`config.mk`:
```
export PLATFORM = sky130hd
export DESIGN_NAME = uart_rx_ascii
export DESIGN_NICKNAME = d
export VERILOG_FILES = /design/src/rtl/uart_rx_ascii.sv
export SDC_FILE = /design/constraint.sdc
export NUM_CORES = 1
export LEC_CHECK = 0
export ABC_AREA = 1
export CELL_PAD_IN_SITES_DETAIL_PLACEMENT = 1
export CELL_PAD_IN_SITES_GLOBAL_PLACEMENT = 1
export CORE_MARGIN = 2
export CORE_UTILIZATION = 46
export CTS_CLUSTER_SIZE = 8
export DETAILED_ROUTE_END_ITERATION = 8
export PLACE_DENSITY = 0.95
export REMOVE_ABC_BUFFERS = 1
export SLEW_MARGIN = 0
export SYNTH_ARGS = -nofsm -noshare
export SYNTH_HDL_FRONTEND = slang
export SYNTH_SLANG_ARGS = --single-unit
```
`constraint.sdc`:
```
create_clock -name clk -period 4.1 [get_ports clk]
set_input_delay 0.615 -clock clk [delete_from_list [all_inputs] [get_ports clk]]
set_output_delay 0.615 -clock clk [all_outputs]
set_load 0.005 [all_outputs]
```
`src/rtl/uart_rx_ascii.sv`:
```
// UART 8N1 receiver feeding the verify sequence checker.
// Centre-samples each bit; flags bad stop bits and rejects start glitches.
module uart_rx_ascii #(
  parameter int UART_RX_BAUD = 20,
  parameter int freq         = 200
) (
  input  logic       clk,
  input  logic       rst,
  input  logic       rx,
  output logic [7:0] ascii_char,
  output logic       char_valid,
  output logic       framing_error,
  output logic       rx_busy
);

  localparam int CLKS_PER_BIT = freq / UART_RX_BAUD;
  localparam int HALF_BIT     = CLKS_PER_BIT / 2;
  localparam int CW           = $clog2(CLKS_PER_BIT);

  localparam logic [CW-1:0] HALF_LAST = CW'(HALF_BIT - 1);
  localparam logic [CW-1:0] BIT_LAST  = CW'(CLKS_PER_BIT - 1);

  if (CLKS_PER_BIT < 4) begin : g_bad_ratio
    $error("uart_rx_ascii: CLKS_PER_BIT must be >= 4");
  end

  typedef enum logic [2:0] {
    S_IDLE,
    S_START,
    S_DATA,
    S_STOP,
    S_WAIT_HIGH
  } state_t;

  state_t        state_q, state_d;
  logic [CW-1:0] cnt_q, cnt_d;
  logic [2:0]    idx_q, idx_d;
  logic [7:0]    shift_q, shift_d;
  logic [7:0]    char_q, char_d;
  logic          valid_q, valid_d;
  logic          ferr_q, ferr_d;
  logic          meta_q, rx_s_q;

  // Sync flops reset high so the idle line is not mistaken for a start bit.
  always_ff @(posedge clk or posedge rst) begin
    if (rst) begin
      meta_q <= 1'b1;
      rx_s_q <= 1'b1;
    end else begin
      meta_q <= rx;
      rx_s_q <= meta_q;
    end
  end

  always_ff @(posedge clk or posedge rst) begin
    if (rst) begin
      state_q <= S_IDLE;
      cnt_q   <= '0;
      idx_q   <= '0;
      shift_q <= '0;
      char_q  <= '0;
      valid_q <= 1'b0;
      ferr_q  <= 1'b0;
    end else begin
      state_q <= state_d;
      cnt_q   <= cnt_d;
      idx_q   <= idx_d;
      shift_q <= shift_d;
      char_q  <= char_d;
      valid_q <= valid_d;
      ferr_q  <= ferr_d;
    end
  end

  always_comb begin
    state_d = state_q;
    cnt_d   = cnt_q;
    idx_d   = idx_q;
    shift_d = shift_q;
    char_d  = char_q;
    valid_d = 1'b0;
    ferr_d  = 1'b0;
    unique case (state_q)
      S_IDLE: begin
        if (!rx_s_q) begin
          state_d = S_START;
          cnt_d   = '0;
        end
      end
      S_START: begin
        if (cnt_q == HALF_LAST) begin
          cnt_d   = '0;
          idx_d   = '0;
          state_d = rx_s_q ? S_IDLE : S_DATA;
        end else begin
          cnt_d = cnt_q + 1'b1;
        end
      end
      S_DATA: begin
        if (cnt_q == BIT_LAST) begin
          // LSB arrives first, so shifting right restores bit order.
          shift_d = {rx_s_q, shift_q[7:1]};
          cnt_d   = '0;
          idx_d   = idx_q + 1'b1;
          if (idx_q == 3'd7) state_d = S_STOP;
        end else begin
          cnt_d = cnt_q + 1'b1;
        end
      end
      S_STOP: begin
        if (cnt_q == BIT_LAST) begin
          cnt_d = '0;
          if (rx_s_q) begin
            char_d  = shift_q;
            valid_d = 1'b1;
            state_d = S_IDLE;
          end else begin
            ferr_d  = 1'b1;
            state_d = S_WAIT_HIGH;
          end
        end else begin
          cnt_d = cnt_q + 1'b1;
        end
      end
      S_WAIT_HIGH: begin
        if (rx_s_q) state_d = S_IDLE;
      end
      default: state_d = S_IDLE;
    endcase
  end

  assign ascii_char    = char_q;
  assign char_valid    = valid_q;
  assign framing_error = ferr_q;
  assign rx_busy       = (state_q != S_IDLE);

endmodule

```
== After elaboration in Yosys (flattened, before gate mapping) ==
Index checks and enable logic that the tools add are counted.
Word-level totals
  bits in registers: 30
  output and inout bits: 11
  logic and storage cells: 56
  input port bits: 3
Cells by class
  $add $sub $neg: 2
  reductions and logical operators: 10
  muxes and demuxes: 22
  eq/ne operators: 13
Operators by type and width (number)
  3-bit two-way mux: 9
  3-bit one-hot mux with 5 select lines: 1
  4-bit two-way mux: 3
  2-bit inequality test, second input constant: 6
  4-bit one-hot mux with 3 select lines: 1
  3-bit by 2-bit equality test with 1-bit output, second input constant: 2
  3-bit equality test, second input constant: 2
  1-bit two-way mux: 6
  3-bit one-hot mux with 2 select lines: 1
  3-bit AND reduction: 2
  6-bit AND reduction: 1
  3-bit nonzero test: 2
  4-bit by 1-bit adder with 4-bit output, second input constant: 1
  4-bit by 3-bit equality test with 1-bit output, second input constant: 1
  4-bit equality test, second input constant: 1
  2-bit AND reduction: 2
  3-bit by 1-bit adder with 3-bit output, second input constant: 1
  3-bit by 1-bit equality test with 1-bit output, second input constant: 1
  3-bit zero test: 1
  2-bit two-way mux: 1
  2-bit nonzero test: 1
  2-bit OR reduction: 1

== Longest topological paths before layout ==
Gate-level depths: netlist of run 1.
  depth after elaboration: 4
  depth in mapped cells: 9
  depth with buffers taken out: 9

== Least setup slack after synthesis of run 1 ==
Ideal clock, no wire load.
  path type: reg2reg
  start point: register cnt_q[1]
  end point: register char_q[5] (netlist: ascii_char[5])
  buffers on the path: 1
  library setup time: 0.117 ns
  data required time: 3.983 ns
  arrival time: 1.257 ns
  path slack: 2.726 ns
  period minus slack after synthesis: 1.374 ns
  stages on the path, launching flop included: 9
  path through: dfrtp_1 inv_1 ha_1 nand3_2 inv_1 nand3_4 buf_6 nand2_1 o21ai_2
Between the ends
  cells in the longest elaborated chain, start to end: 2
RTL lines
  start, declared: RTL line 36  | logic [CW-1:0] cnt_q, cnt_d;
  start signal, assigned: RTL line 66  | cnt_q <= cnt_d;
  4-bit equality test: RTL line 111  | if (cnt_q == BIT_LAST) begin
  3-bit AND reduction (no line)
  end signal, assigned: RTL line 69  | char_q <= char_d;
  end, declared: RTL line 39  | logic [7:0] char_q, char_d;
Every way passes these cells.
A chain may end at the register's enable or synchronous reset.

== Final worst setup path of run 1 ==
  start point: register state_q[2]
  end point: output port rx_busy
Between the ends
  cells in the longest elaborated chain, start to end: 1
RTL lines
  start, declared: RTL line 35  | state_t state_q, state_d;
  start signal, assigned: RTL line 65  | state_q <= state_d;
  3-bit nonzero test: RTL line 135  | assign rx_busy = (state_q != S_IDLE);
  end, declared: RTL line 13  | output logic rx_busy
Every way passes these cells.

==> tab_implementation.tex, run 1 <==
\begin{tabular}{lr}
\hline
Metric & Value \\
\hline
\multicolumn{2}{l}{\textbf{Critical path}} \\
Critical path startpoint category & flop \\
Cell with the biggest individual delay on the critical path & dfrtp\_1 \\
Kind of critical path & reg -> out \\
Data arrival time of the critical path & 1.53 ns \\
Internal reg-to-reg setup slack & around 2.4 ns \\
Cell chain of the critical path & nor2\_2 -> nand2\_1 -> clkdlybuf4s50\_1 \\
Worst Reg2Reg Path Length in Cells & 7 \\
Biggest fanout along the worst timing path & 6 \\
Delay of the slowest cell on the worst path & between 0.4 and 0.5 ns \\
Buffers \& Inverters on Critical Path & 1 \\
Endpoint required time on the critical path & approximately 3.5 ns \\
Startpoint of the worst register-to-register path & cnt\_q[1]\$\_DFFE\_PP0P\_ \\
Worst reg2reg path endpoint & idx\_q[2]\$\_DFFE\_PP0P\_ \\
Kind of cell adding the most delay to the critical path & flip-flops \\
Crit end category & primary output \\
\multicolumn{2}{l}{\textbf{Flow run}} \\
Max-cap violations & 0 \\
\multicolumn{2}{l}{\textbf{Clock tree}} \\
Root cell of the clock tree & clkbuf\_4 \\
Post-CTS Setup Repair Bufs & 0 \\
Clock insertion delay at the later pin of the skew report & 0.33 ns \\
CTS tree & built \\
Clock-pin transition on the worst setup and hold timing paths & 0.10 ns \\
Buffer levels on the longest clock path & 2 \\
Number of buffers created by CTS & 5 \\
Count of hold-fix buffers inserted at cts & 0 \\
TritonCTS Sinks & 30 \\
Clock H-tree levels & 2 \\
Count of cells resized by post-cts repair & 0 \\
\multicolumn{2}{l}{\textbf{Power and ir drop}} \\
Peak ir drop on the vdd network & between 200 and 300 uV \\
Part of the power in registers & between 40 and 50\% \\
Fraction of power consumed by combinational cells & about 31\% \\
Cell-internal power & about 500 uW \\
NetSw & between 300 and 400 uW \\
Switching power as a share of total power & a little under two fifths \\
Clock Power Share & a little under a quarter \\
P\_leak & approximately 0.76 nW \\
Total power per unit cell area & around 500 mW/mm2 \\
\multicolumn{2}{l}{\textbf{Place}} \\
Half-perimeter wire length after detailed placement & 2.20 mm \\
I/O Buffers & 13 \\
Final weighted congestion in routability-driven placement & 0.799 \\
Dpl cells & 197 \\
\multicolumn{2}{l}{\textbf{GRT}} \\
Global-route wire length before repair & around 5 mm \\
GRT Util Overall & 20.0\% \\
Total grt overflow & 0 \\
Largest net degree at the start of global routing & 31 \\
Number of antenna violations at the first check in global routing & 0 \\
Vias in the first global route & 1139 \\
\multicolumn{2}{l}{\textbf{Drt}} \\
Number of remaining DRC errors & 0 \\
Routed wire length & between 2 and 3 mm \\
Total via count after detailed routing & between 1000 and 1500 \\
Detailed-router iteration count before antenna repair & 4 \\
Antenna Violating Nets Remaining & 0 \\
Average routed wire per standard cell & 14.6 um \\
Number of DRC violations after detailed-routing iteration 0 & 33 \\
Vias per Instance & $\sim$5.3 \\
\multicolumn{2}{l}{\textbf{Floorplanning}} \\
Ports placed on the boundary & 14 \\
Die Wd & between 50 and 60 um \\
Initial Utilization & 47.5\% \\
Core Rows & 20 \\
Placeable Area & between 0.002 and 0.003 mm2 \\
Total die area & between 0.003 and 0.004 mm2 \\
Height of the die & a little under 60 um \\
\multicolumn{2}{l}{\textbf{Synthesis}} \\
Biggest area contributors in the synthesized netlist & dfrtp\_1 (50\%), nand2\_1 (10\%), inv\_1 (5.6\%) \\
Count of warnings emitted by yosys & 0 \\
Unique cell type count in the Yosys netlist & 22 \\
Mean post-synth cell area & around 9.2 um2 \\
Post-synth top area cell & dfrtp\_1 \\
Synthesized cell area & between 0.001 and 0.0015 mm2 \\
Register bit count reported by yosys & 30 \\
Post-synthesis sequential area ratio & between 50\% and 60\% \\
Fraction of post-synthesis cell area in the top cell type by area & between 40\% and 50\% \\
Number of cells produced by synthesis & $\sim$150 \\
\multicolumn{2}{l}{\textbf{Cells and area}} \\
Proportion of layout cells with a drive suffix above 1 & between 10\% and 20\% \\
Filler cells & roughly 360 \\
Post-synthesis to final-layout area growth & 14.8\% \\
Count of inserted antenna diode cells & 0 \\
Final core utilization & $\sim$54\% \\
Fin nets & about 180 \\
Final Instance Count excl. Fillers & approximately 200 \\
Area of combinational cells with multiple inputs & between 500 and 600 um2 \\
Area taken by flip-flops and latches & between 700 and 800 um2 \\
\multicolumn{2}{l}{\textbf{Min path}} \\
Worst Hold Class & reg -> reg \\
Worst Hold End & rx\_s\_q\$\_DFF\_PP1\_ \\
Worst hold path cell count & 0 \\
Worst hold start & meta\_q\$\_DFF\_PP1\_ \\
\multicolumn{2}{l}{\textbf{Timing}} \\
Final number of setup-violating endpoints & 0 \\
Worst slew slack as a fraction of its limit & between 20\% and 30\% \\
Worst slack on hold paths & 0.381 ns \\
Fin Setup TNS & 0 ns \\
Fmax achieved & 0.465 GHz \\
Part of the cycle the worst path needs & 52.4\% \\
Unrepaired setup endpoints after global routing & no \\
Final number of hold-violating endpoints & 0 \\
Count of pins over their slew limit & 0 \\
Clock Skew & about 0.0082 ns \\
Pin slew with the least headroom to its limit & between 1 and 1.5 ns \\
Min Tclk post-route & about 2.1 ns \\
\multicolumn{2}{l}{\textbf{Outcome}} \\
Status & completed \\
\hline
\end{tabular}
## how the worst max path moves through the flow
| stage | cells past startpoint | startpoint | endpoint |
|---|---|---|---|
| global route | 3 | state_q[1]$_DFFE_PP0P_ | rx_busy |
| global placement | 2 | rst | cnt_q[0]$_DFFE_PP0P_ |
| detailed placement | 2 | rst | cnt_q[1]$_DFFE_PP0P_ |
| CTS | 3 | state_q[2]$_DFFE_PP0P_ | rx_busy |
| finish | 3 | state_q[2]$_DFFE_PP0P_ | rx_busy |
| floorplan | 7 | cnt_q[1]$_DFFE_PP0P_ | idx_q[0]$_DFFE_PP0P_ |
## cell usage after synthesis (all sizes together)
library cell	number
nand2	42
dfrtp	28
o21ai	24
inv	22
nand3	12
nor2	8
ha	5
a21oi	4
buf	2
dfstp	2
a211oi	1
and2	1
nand4	1
or2	1
## per-stage QoR
step,cell area (um2),power (mW),setup slack [ns]
after global placement,1560,0.601,2.14
after detailed placement,1560,0.628,2.07
final,1620,0.811,1.95
after CTS,1620,0.822,1.92
after floorplan,1390,0.550,2.72
after global routing,1620,0.869,1.86
## placed cells by master, fill, tap and decap left out
cell             instances
a211oi_1                 1
nand3_1                 10
a21oi_1                  4
clkbuf_1                 1
and2_1                   1
clkbuf_8                 1
nor2_1                   4
dfrtp_1                 28
inv_2                    1
ha_1                     5
nand2_2                  3
nand3_2                  1
or2_2                    1
nand4_1                  1
o21ai_0                 11
o21ai_2                  9
nand3_4                  1
inv_1                   21
clkbuf_4                 5
clkinv_2                 1
nand2_1                 39
dfstp_2                  2
clkdlybuf4s50_1         13
nor2_4                   2
o21ai_1                  4
nor2_2                   2
## registers in the layout, indices dropped and copies added, names as in the netlist
signal,count
meta_q,1
ascii_char,8
shift_q,8
rx_s_q,1
char_valid,1
idx_q,3
framing_error,1
state_q,3
cnt_q,4
## per-layer routing
metal / GRT usage (%) / part of all wire, % / wire [um]
met1: 22.4 / 42 / 1260
met2: 35.0 / 52 / 1570
met3: 5.90 / 3.5 / 106
met4: 8.77 / 1.9 / 57
met5: 0 / 0 / 0
## kinds of logic (layout without fill, tap and decap cells)
group | count (synthesis) | count (layout) | synth area share [%]
simple gates | 65 | 65 | 22.0
buf+inv | 24 | 43 | 7.43
fa+ha+maj | 5 | 5 | 4.42
compound gates | 29 | 29 | 12.8
flops | 30 | 30 | 53.3
## final cells by class
cell class	count	area share [%]
flip-flops and latches	30	46.4
well taps	33	2.54
clock buffers	7	3.39
clock inverters	1	0.308
repair buffers	13	8.02
multi-input cells	99	34.2
inverters	22	5.09
## power by group through the flow
stage | registers, mW | clock network (mW) | logic, mW
6_report | 0.373 | 0.188 | 0.251
5_1_grt | 0.376 | 0.207 | 0.286
4_1_cts | 0.372 | 0.197 | 0.253
3_5_place_dp | 0.376 | 0 | 0.251
3_3_place_gp | 0.371 | 0 | 0.231
2_1_floorplan | 0.365 | 0 | 0.185
Note: power is estimated with default switching activity, not from simulation.
==> run 2, diff against run 1 <==
Settings changed: CORE_UTILIZATION 46 to 38, PLACE_DENSITY 0.95 to 0.85.
Clock period 4.1 ns to 1.8 ns, I/O delays scaled along.
==> run 2 against run 1 <==
Against the previous run:
- sequential power up 130%
- die area increased by 20%
- clock skew shrank 0.0044 ns
- setup slack worse by 1.9 ns
- clock power rose to 2.9 times the previous value
- clock-buffer cell count unchanged
- largest power group unchanged
- highest routed layer unchanged
==> tab_implementation.tex, run 2 (same netlist as run 1, synthesis figures left out) <==
\begin{tabular}{lr}
\hline
Metric & Value \\
\hline
\multicolumn{2}{l}{\textbf{Clock tree}} \\
Number of buffers created by CTS & 5 \\
Clock H-tree levels & 2 \\
Clock insertion delay at the later pin of the skew report & around 0.28 ns \\
Post-CTS Setup Repair Bufs & 0 \\
Buffer levels on the longest clock path & 2 \\
TritonCTS Sinks & 30 \\
Clock-pin transition on the worst setup and hold timing paths & approximately 0.060 ns \\
CTS tree & built \\
Count of hold-fix buffers inserted at cts & 0 \\
Root cell of the clock tree & clkbuf\_8 \\
Count of cells resized by post-cts repair & 0 \\
\multicolumn{2}{l}{\textbf{Critical path}} \\
Endpoint required time on the critical path & 1.53 ns \\
Startpoint of the worst register-to-register path & cnt\_q[1]\$\_DFFE\_PP0P\_ \\
Critical path origin & state\_q[1]\$\_DFFE\_PP0P\_ \\
Worst Reg2Reg Path Length in Cells & 7 \\
Critical path startpoint category & flop \\
Data arrival time of the critical path & 1.44 ns \\
Last element of the critical path & rx\_busy \\
Worst reg2reg path endpoint & ascii\_char[4]\$\_DFFE\_PP0P\_ \\
Internal reg-to-reg setup slack & $\sim$0.25 ns \\
Crit end category & primary output \\
Kind of critical path & reg -> out \\
Biggest fanout along the worst timing path & 7 \\
\multicolumn{2}{l}{\textbf{Power and ir drop}} \\
Peak ir drop on the vdd network & around 600 uV \\
P\_leak & between 0.7 and 0.8 nW \\
Total power per unit cell area & 1160 mW/mm2 \\
\multicolumn{2}{l}{\textbf{Floorplanning}} \\
Core Rows & 22 \\
Placeable Area & roughly 0.0036 mm2 \\
Die Wd & between 60 and 70 um \\
Height of the die & between 60 and 70 um \\
Ports placed on the boundary & 14 \\
Total die area & roughly 0.0042 mm2 \\
Initial Utilization & between 30\% and 40\% \\
\multicolumn{2}{l}{\textbf{Drt}} \\
Average routed wire per standard cell & 13.0 um \\
Number of remaining DRC errors & 0 \\
Detailed-router iteration count before antenna repair & 4 \\
Total via count after detailed routing & between 1000 and 1500 \\
Routed wire length & about 2.9 mm \\
Vias per Instance & 4.92 \\
Number of DRC violations after detailed-routing iteration 0 & 30 \\
Antenna Violating Nets Remaining & 0 \\
\multicolumn{2}{l}{\textbf{Timing}} \\
Unrepaired setup endpoints after global routing & no \\
Final number of hold-violating endpoints & 0 \\
Clock Skew & $\sim$0.0038 ns \\
Worst slew slack as a fraction of its limit & about three quarters \\
Count of pins over their slew limit & 0 \\
Worst slack on hold paths & 0.358 ns \\
Final number of setup-violating endpoints & 0 \\
Fin Setup TNS & 0 ns \\
Part of the cycle the worst path needs & around 95\% \\
Fmax achieved & between 0.5 and 0.6 GHz \\
Min Tclk post-route & 1.71 ns \\
Pin slew with the least headroom to its limit & 0.379 ns \\
\multicolumn{2}{l}{\textbf{GRT}} \\
Largest net degree at the start of global routing & 31 \\
Global-route wire length before repair & between 5 and 6 mm \\
Vias in the first global route & around 1200 \\
Number of antenna violations at the first check in global routing & 0 \\
Total grt overflow & 0 \\
GRT Util Overall & 16.1\% \\
\multicolumn{2}{l}{\textbf{Cells and area}} \\
Filler cells & 422 \\
Fin nets & 181 \\
Proportion of layout cells with a drive suffix above 1 & 17.8\% \\
Area of combinational cells with multiple inputs & between 500 and 600 um2 \\
Commonest non-fill, non-tap cells in the layout & nand2\_1 (39), dfrtp\_1 (28), inv\_1 (21) \\
Area taken by flip-flops and latches & 753 um2 \\
Post-synthesis to final-layout area growth & 19.7\% \\
Count of inserted antenna diode cells & 0 \\
Most common library cell in the layout ignoring fill and taps & nand2\_1 \\
\multicolumn{2}{l}{\textbf{Place}} \\
Half-perimeter wire length after detailed placement & 2.19 mm \\
I/O Buffers & 13 \\
Final weighted congestion in routability-driven placement & around 0.84 \\
\multicolumn{2}{l}{\textbf{Outcome}} \\
Status & completed \\
\multicolumn{2}{l}{\textbf{Flow run}} \\
Max-cap violations & 0 \\
\multicolumn{2}{l}{\textbf{Min path}} \\
Worst Hold Class & reg -> reg \\
\hline
\end{tabular}
-- run 2: critical path, stage by stage (launching register included) --
cell and delay [ns]:
dfrtp_1 0.50, inv_1 0.10, nand2_1 0.08, clkdlybuf4s50_1 0.50
-- run 2: worst min-delay path by stage --
stage                      from               end  slack, ns  cells past startpoint
4_1_cts        meta_q$_DFF_PP1_  rx_s_q$_DFF_PP1_       0.36                      0
6_report       meta_q$_DFF_PP1_  rx_s_q$_DFF_PP1_       0.36                      0
2_1_floorplan                rx  meta_q$_DFF_PP1_       0.27                      0
3_3_place_gp   meta_q$_DFF_PP1_  rx_s_q$_DFF_PP1_       0.35                      0
5_1_grt        meta_q$_DFF_PP1_  rx_s_q$_DFF_PP1_       0.36                      0
3_5_place_dp   meta_q$_DFF_PP1_  rx_s_q$_DFF_PP1_       0.35                      0
-- run 2: layer usage --
layer	share of wire (%)	routed length [um]	up-vias	GRT usage [%]
met3	4.4	127	7	5.21
met5	0	0	-	0
met2	52	1500	23	29.3
met1	42	1200	535	17.0
met4	2.2	65	0	6.65
li1	-	-	528	-
-- run 2: layout make-up --
class / count / area share, %
Clock buffer: 7 / 5.10
Clock inverter: 1 / 0.296
Inverter: 22 / 4.88
Multi-Input combinational cell: 99 / 33.1
Sequential cell: 30 / 44.5
Tap cell: 48 / 3.55
Timing Repair Buffer: 15 / 8.57
-- run 2: through the flow --
stage	util [%]	area (um2)	power (mW)	cells	setup slack [ns]
after floorplan	-	1390	1.25	151	0.422
after global placement	44.3	1600	1.37	214	0.360
after detailed placement	44.3	1600	1.42	214	0.259
after CTS	46.8	1690	1.99	222	0.0525
after global routing	46.9	1690	2.11	222	0.000706
final	46.9	1690	1.97	222	0.0876
-- run 2: power by group --
group,internal (mW),total [mW],switching (mW)
clock,0.308,0.549,0.241
combinational,0.208,0.567,0.360
sequential,0.749,0.849,0.100
total,1.26,1.97,0.701
==> run 3, diff against run 2 <==
Settings changed: CORE_MARGIN 2 to 3, CTS_CLUSTER_SIZE 8 to default.
==> run 3 against run 2 <==
Against the previous run:
- clock-buffer cell count grew 1
- global-route usage grew 0.26 points
- critical path depth is the same
- cell area shrank 0.89%
- power grew 1.1%
- largest cell class unchanged
==> tab_implementation.tex, run 3 (same netlist as run 1, synthesis figures left out) <==
\begin{tabular}{lr}
\hline
Metric & Value \\
\hline
\multicolumn{2}{l}{\textbf{Outcome}} \\
Status & completed \\
\multicolumn{2}{l}{\textbf{Cells and area}} \\
Commonest non-fill, non-tap cells in the layout & nand2\_1 (39), dfrtp\_1 (27), inv\_1 (21) \\
Final core utilization & between 40\% and 50\% \\
Proportion of layout cells with a drive suffix above 1 & between 10\% and 20\% \\
Count of inserted antenna diode cells & 0 \\
Post-synthesis to final-layout area growth & 18.7\% \\
Fin nets & 180 \\
Most common library cell in the layout ignoring fill and taps & nand2\_1 \\
Final Instance Count excl. Fillers & about 220 \\
\multicolumn{2}{l}{\textbf{Clock tree}} \\
Root cell of the clock tree & clkbuf\_8 \\
Buffer levels on the longest clock path & 2 \\
CTS tree & built \\
Clock-pin transition on the worst setup and hold timing paths & approximately 0.06 ns \\
Number of buffers created by CTS & 5 \\
Clock H-tree levels & 2 \\
Clock insertion delay at the later pin of the skew report & approximately 0.28 ns \\
Post-CTS Setup Repair Bufs & 0 \\
TritonCTS Sinks & 30 \\
\multicolumn{2}{l}{\textbf{Timing}} \\
Fmax achieved & roughly 0.57 GHz \\
Pin slew with the least headroom to its limit & approximately 0.38 ns \\
Final number of setup-violating endpoints & 0 \\
Part of the cycle the worst path needs & a little over nine tenths \\
Worst slew slack as a fraction of its limit & 74.4\% \\
Count of pins over their slew limit & 0 \\
Min Tclk post-route & 1.75 ns \\
Fin Setup TNS & 0 ns \\
Final number of hold-violating endpoints & 0 \\
Clock Skew & roughly 0.0037 ns \\
Worst slack on hold paths & around 0.36 ns \\
Unrepaired setup endpoints after global routing & no \\
\multicolumn{2}{l}{\textbf{Critical path}} \\
Kind of critical path & reg -> out \\
Biggest fanout along the worst timing path & 7 \\
Data arrival time of the critical path & 1.48 ns \\
Worst Reg2Reg Path Length in Cells & 7 \\
Crit end category & primary output \\
Critical path startpoint category & flop \\
Endpoint required time on the critical path & $\sim$1.5 ns \\
\multicolumn{2}{l}{\textbf{Drt}} \\
Number of DRC violations after detailed-routing iteration 0 & 51 \\
Number of remaining DRC errors & 0 \\
Total via count after detailed routing & between 1000 and 1500 \\
Antenna Violating Nets Remaining & 0 \\
Average routed wire per standard cell & between 10 and 15 um \\
Detailed-router iteration count before antenna repair & 4 \\
Routed wire length & 3.11 mm \\
Vias per Instance & a little over 5 \\
\multicolumn{2}{l}{\textbf{Floorplanning}} \\
Initial Utilization & between 40 and 50\% \\
Total die area & $\sim$0.0045 mm2 \\
Ports placed on the boundary & 14 \\
Height of the die & 67.0 um \\
Core Rows & 21 \\
Die Wd & between 60 and 70 um \\
Placeable Area & 0.00347 mm2 \\
\multicolumn{2}{l}{\textbf{Min path}} \\
Worst Hold Class & reg -> reg \\
Worst hold path cell count & 0 \\
\multicolumn{2}{l}{\textbf{Power and ir drop}} \\
Clock Power Share & 28.0\% \\
Cell-internal power & $\sim$1.3 mW \\
Total power per unit cell area & roughly 1200 mW/mm2 \\
Peak ir drop on the vdd network & about 520 uV \\
Part of the power in registers & about 43\% \\
PnR Total Power & approximately 2.0 mW \\
NetSw & between 700 and 800 uW \\
P\_leak & $\sim$0.78 nW \\
Switching power as a share of total power & between 30\% and 40\% \\
Fraction of power consumed by combinational cells & between 20\% and 30\% \\
\multicolumn{2}{l}{\textbf{Place}} \\
Half-perimeter wire length after detailed placement & between 2 and 2.5 mm \\
Final weighted congestion in routability-driven placement & 0.779 \\
Dpl cells & 211 \\
I/O Buffers & 13 \\
\multicolumn{2}{l}{\textbf{GRT}} \\
Vias in the first global route & approximately 1200 \\
Number of antenna violations at the first check in global routing & 0 \\
GRT Util Overall & 16.4\% \\
Largest net degree at the start of global routing & 31 \\
Global-route wire length before repair & $\sim$5.4 mm \\
Total grt overflow & 0 \\
\multicolumn{2}{l}{\textbf{Flow run}} \\
Max-cap violations & 0 \\
\hline
\end{tabular}
-- run 3: cell types whose count changed in the layout (fill, tap and decap cells not counted), sizes merged --
cell,delta
clkbuf,+1
clkinv,-1
buf,-1
-- run 3: power by group through the flow --
stage / Combinational, mW / Clock, mW / Sequential [mW]
final: 0.579 / 0.557 / 0.851
after global routing: 0.664 / 0.609 / 0.859
after CTS: 0.580 / 0.575 / 0.849
after detailed placement: 0.570 / 0 / 0.861
after global placement: 0.523 / 0 / 0.846
after floorplan: 0.422 / 0 / 0.831
-- run 3: what timing repair did --
| action | in CTS | in global routing |
|---|---|---|
| hold buffers | 0 | 0 |
| setup endpoints to repair | 0 | 1 |
| resized for setup | 0 | 1 |
| endpoints found under the hold margin | 0 | 0 |
-- run 3: stage by stage --
step                      setup WS, ns  instance area, um2
after floorplan                  0.422                1390
final                           0.0528                1680
after global placement           0.289                1590
after CTS                       0.0257                1680
after detailed placement         0.148                1590
after global routing           0.00735                1680
-- run 3: final timing paths --
path	start	to	slack, ns
max in group asynchronous	rst	rx_s_q$_DFF_PP1_	1.11
min in group asynchronous	rst	ascii_char[3]$_DFFE_PP0P_	0.37
worst min register to register	meta_q$_DFF_PP1_	rx_s_q$_DFF_PP1_	0.36
worst min-delay path	meta_q$_DFF_PP1_	rx_s_q$_DFF_PP1_	0.36
worst max register to register	cnt_q[1]$_DFFE_PP0P_	idx_q[0]$_DFFE_PP0P_	0.15
worst max-delay path	state_q[1]$_DFFE_PP0P_	rx_busy	0.05
-- run 3: routing by layer --
metal,share of wire (%),routed length (um),vias to the layer above,global-route usage (%)
met1,42,1320,546,17.8
met4,2.1,66,0,6.33
met2,52,1610,27,29.7
met3,3.9,121,7,4.55
met5,0,0,-,0
li1,-,-,521,-
-- run 3: worst max-delay path: stages, from the launching register on --
cell and delay, ns:
dfrtp_1 0.52, inv_1 0.10, nand2_1 0.08, clkdlybuf4s50_1 0.50
-- run 3: area by class of cell --
type	instances	area [um2]
fill	416	1790
timing repair buffer	14	138
tap	46	57.6
multi-input combinational	99	556
clock buffer	8	90.1
sequential	30	754
inverter	22	82.6
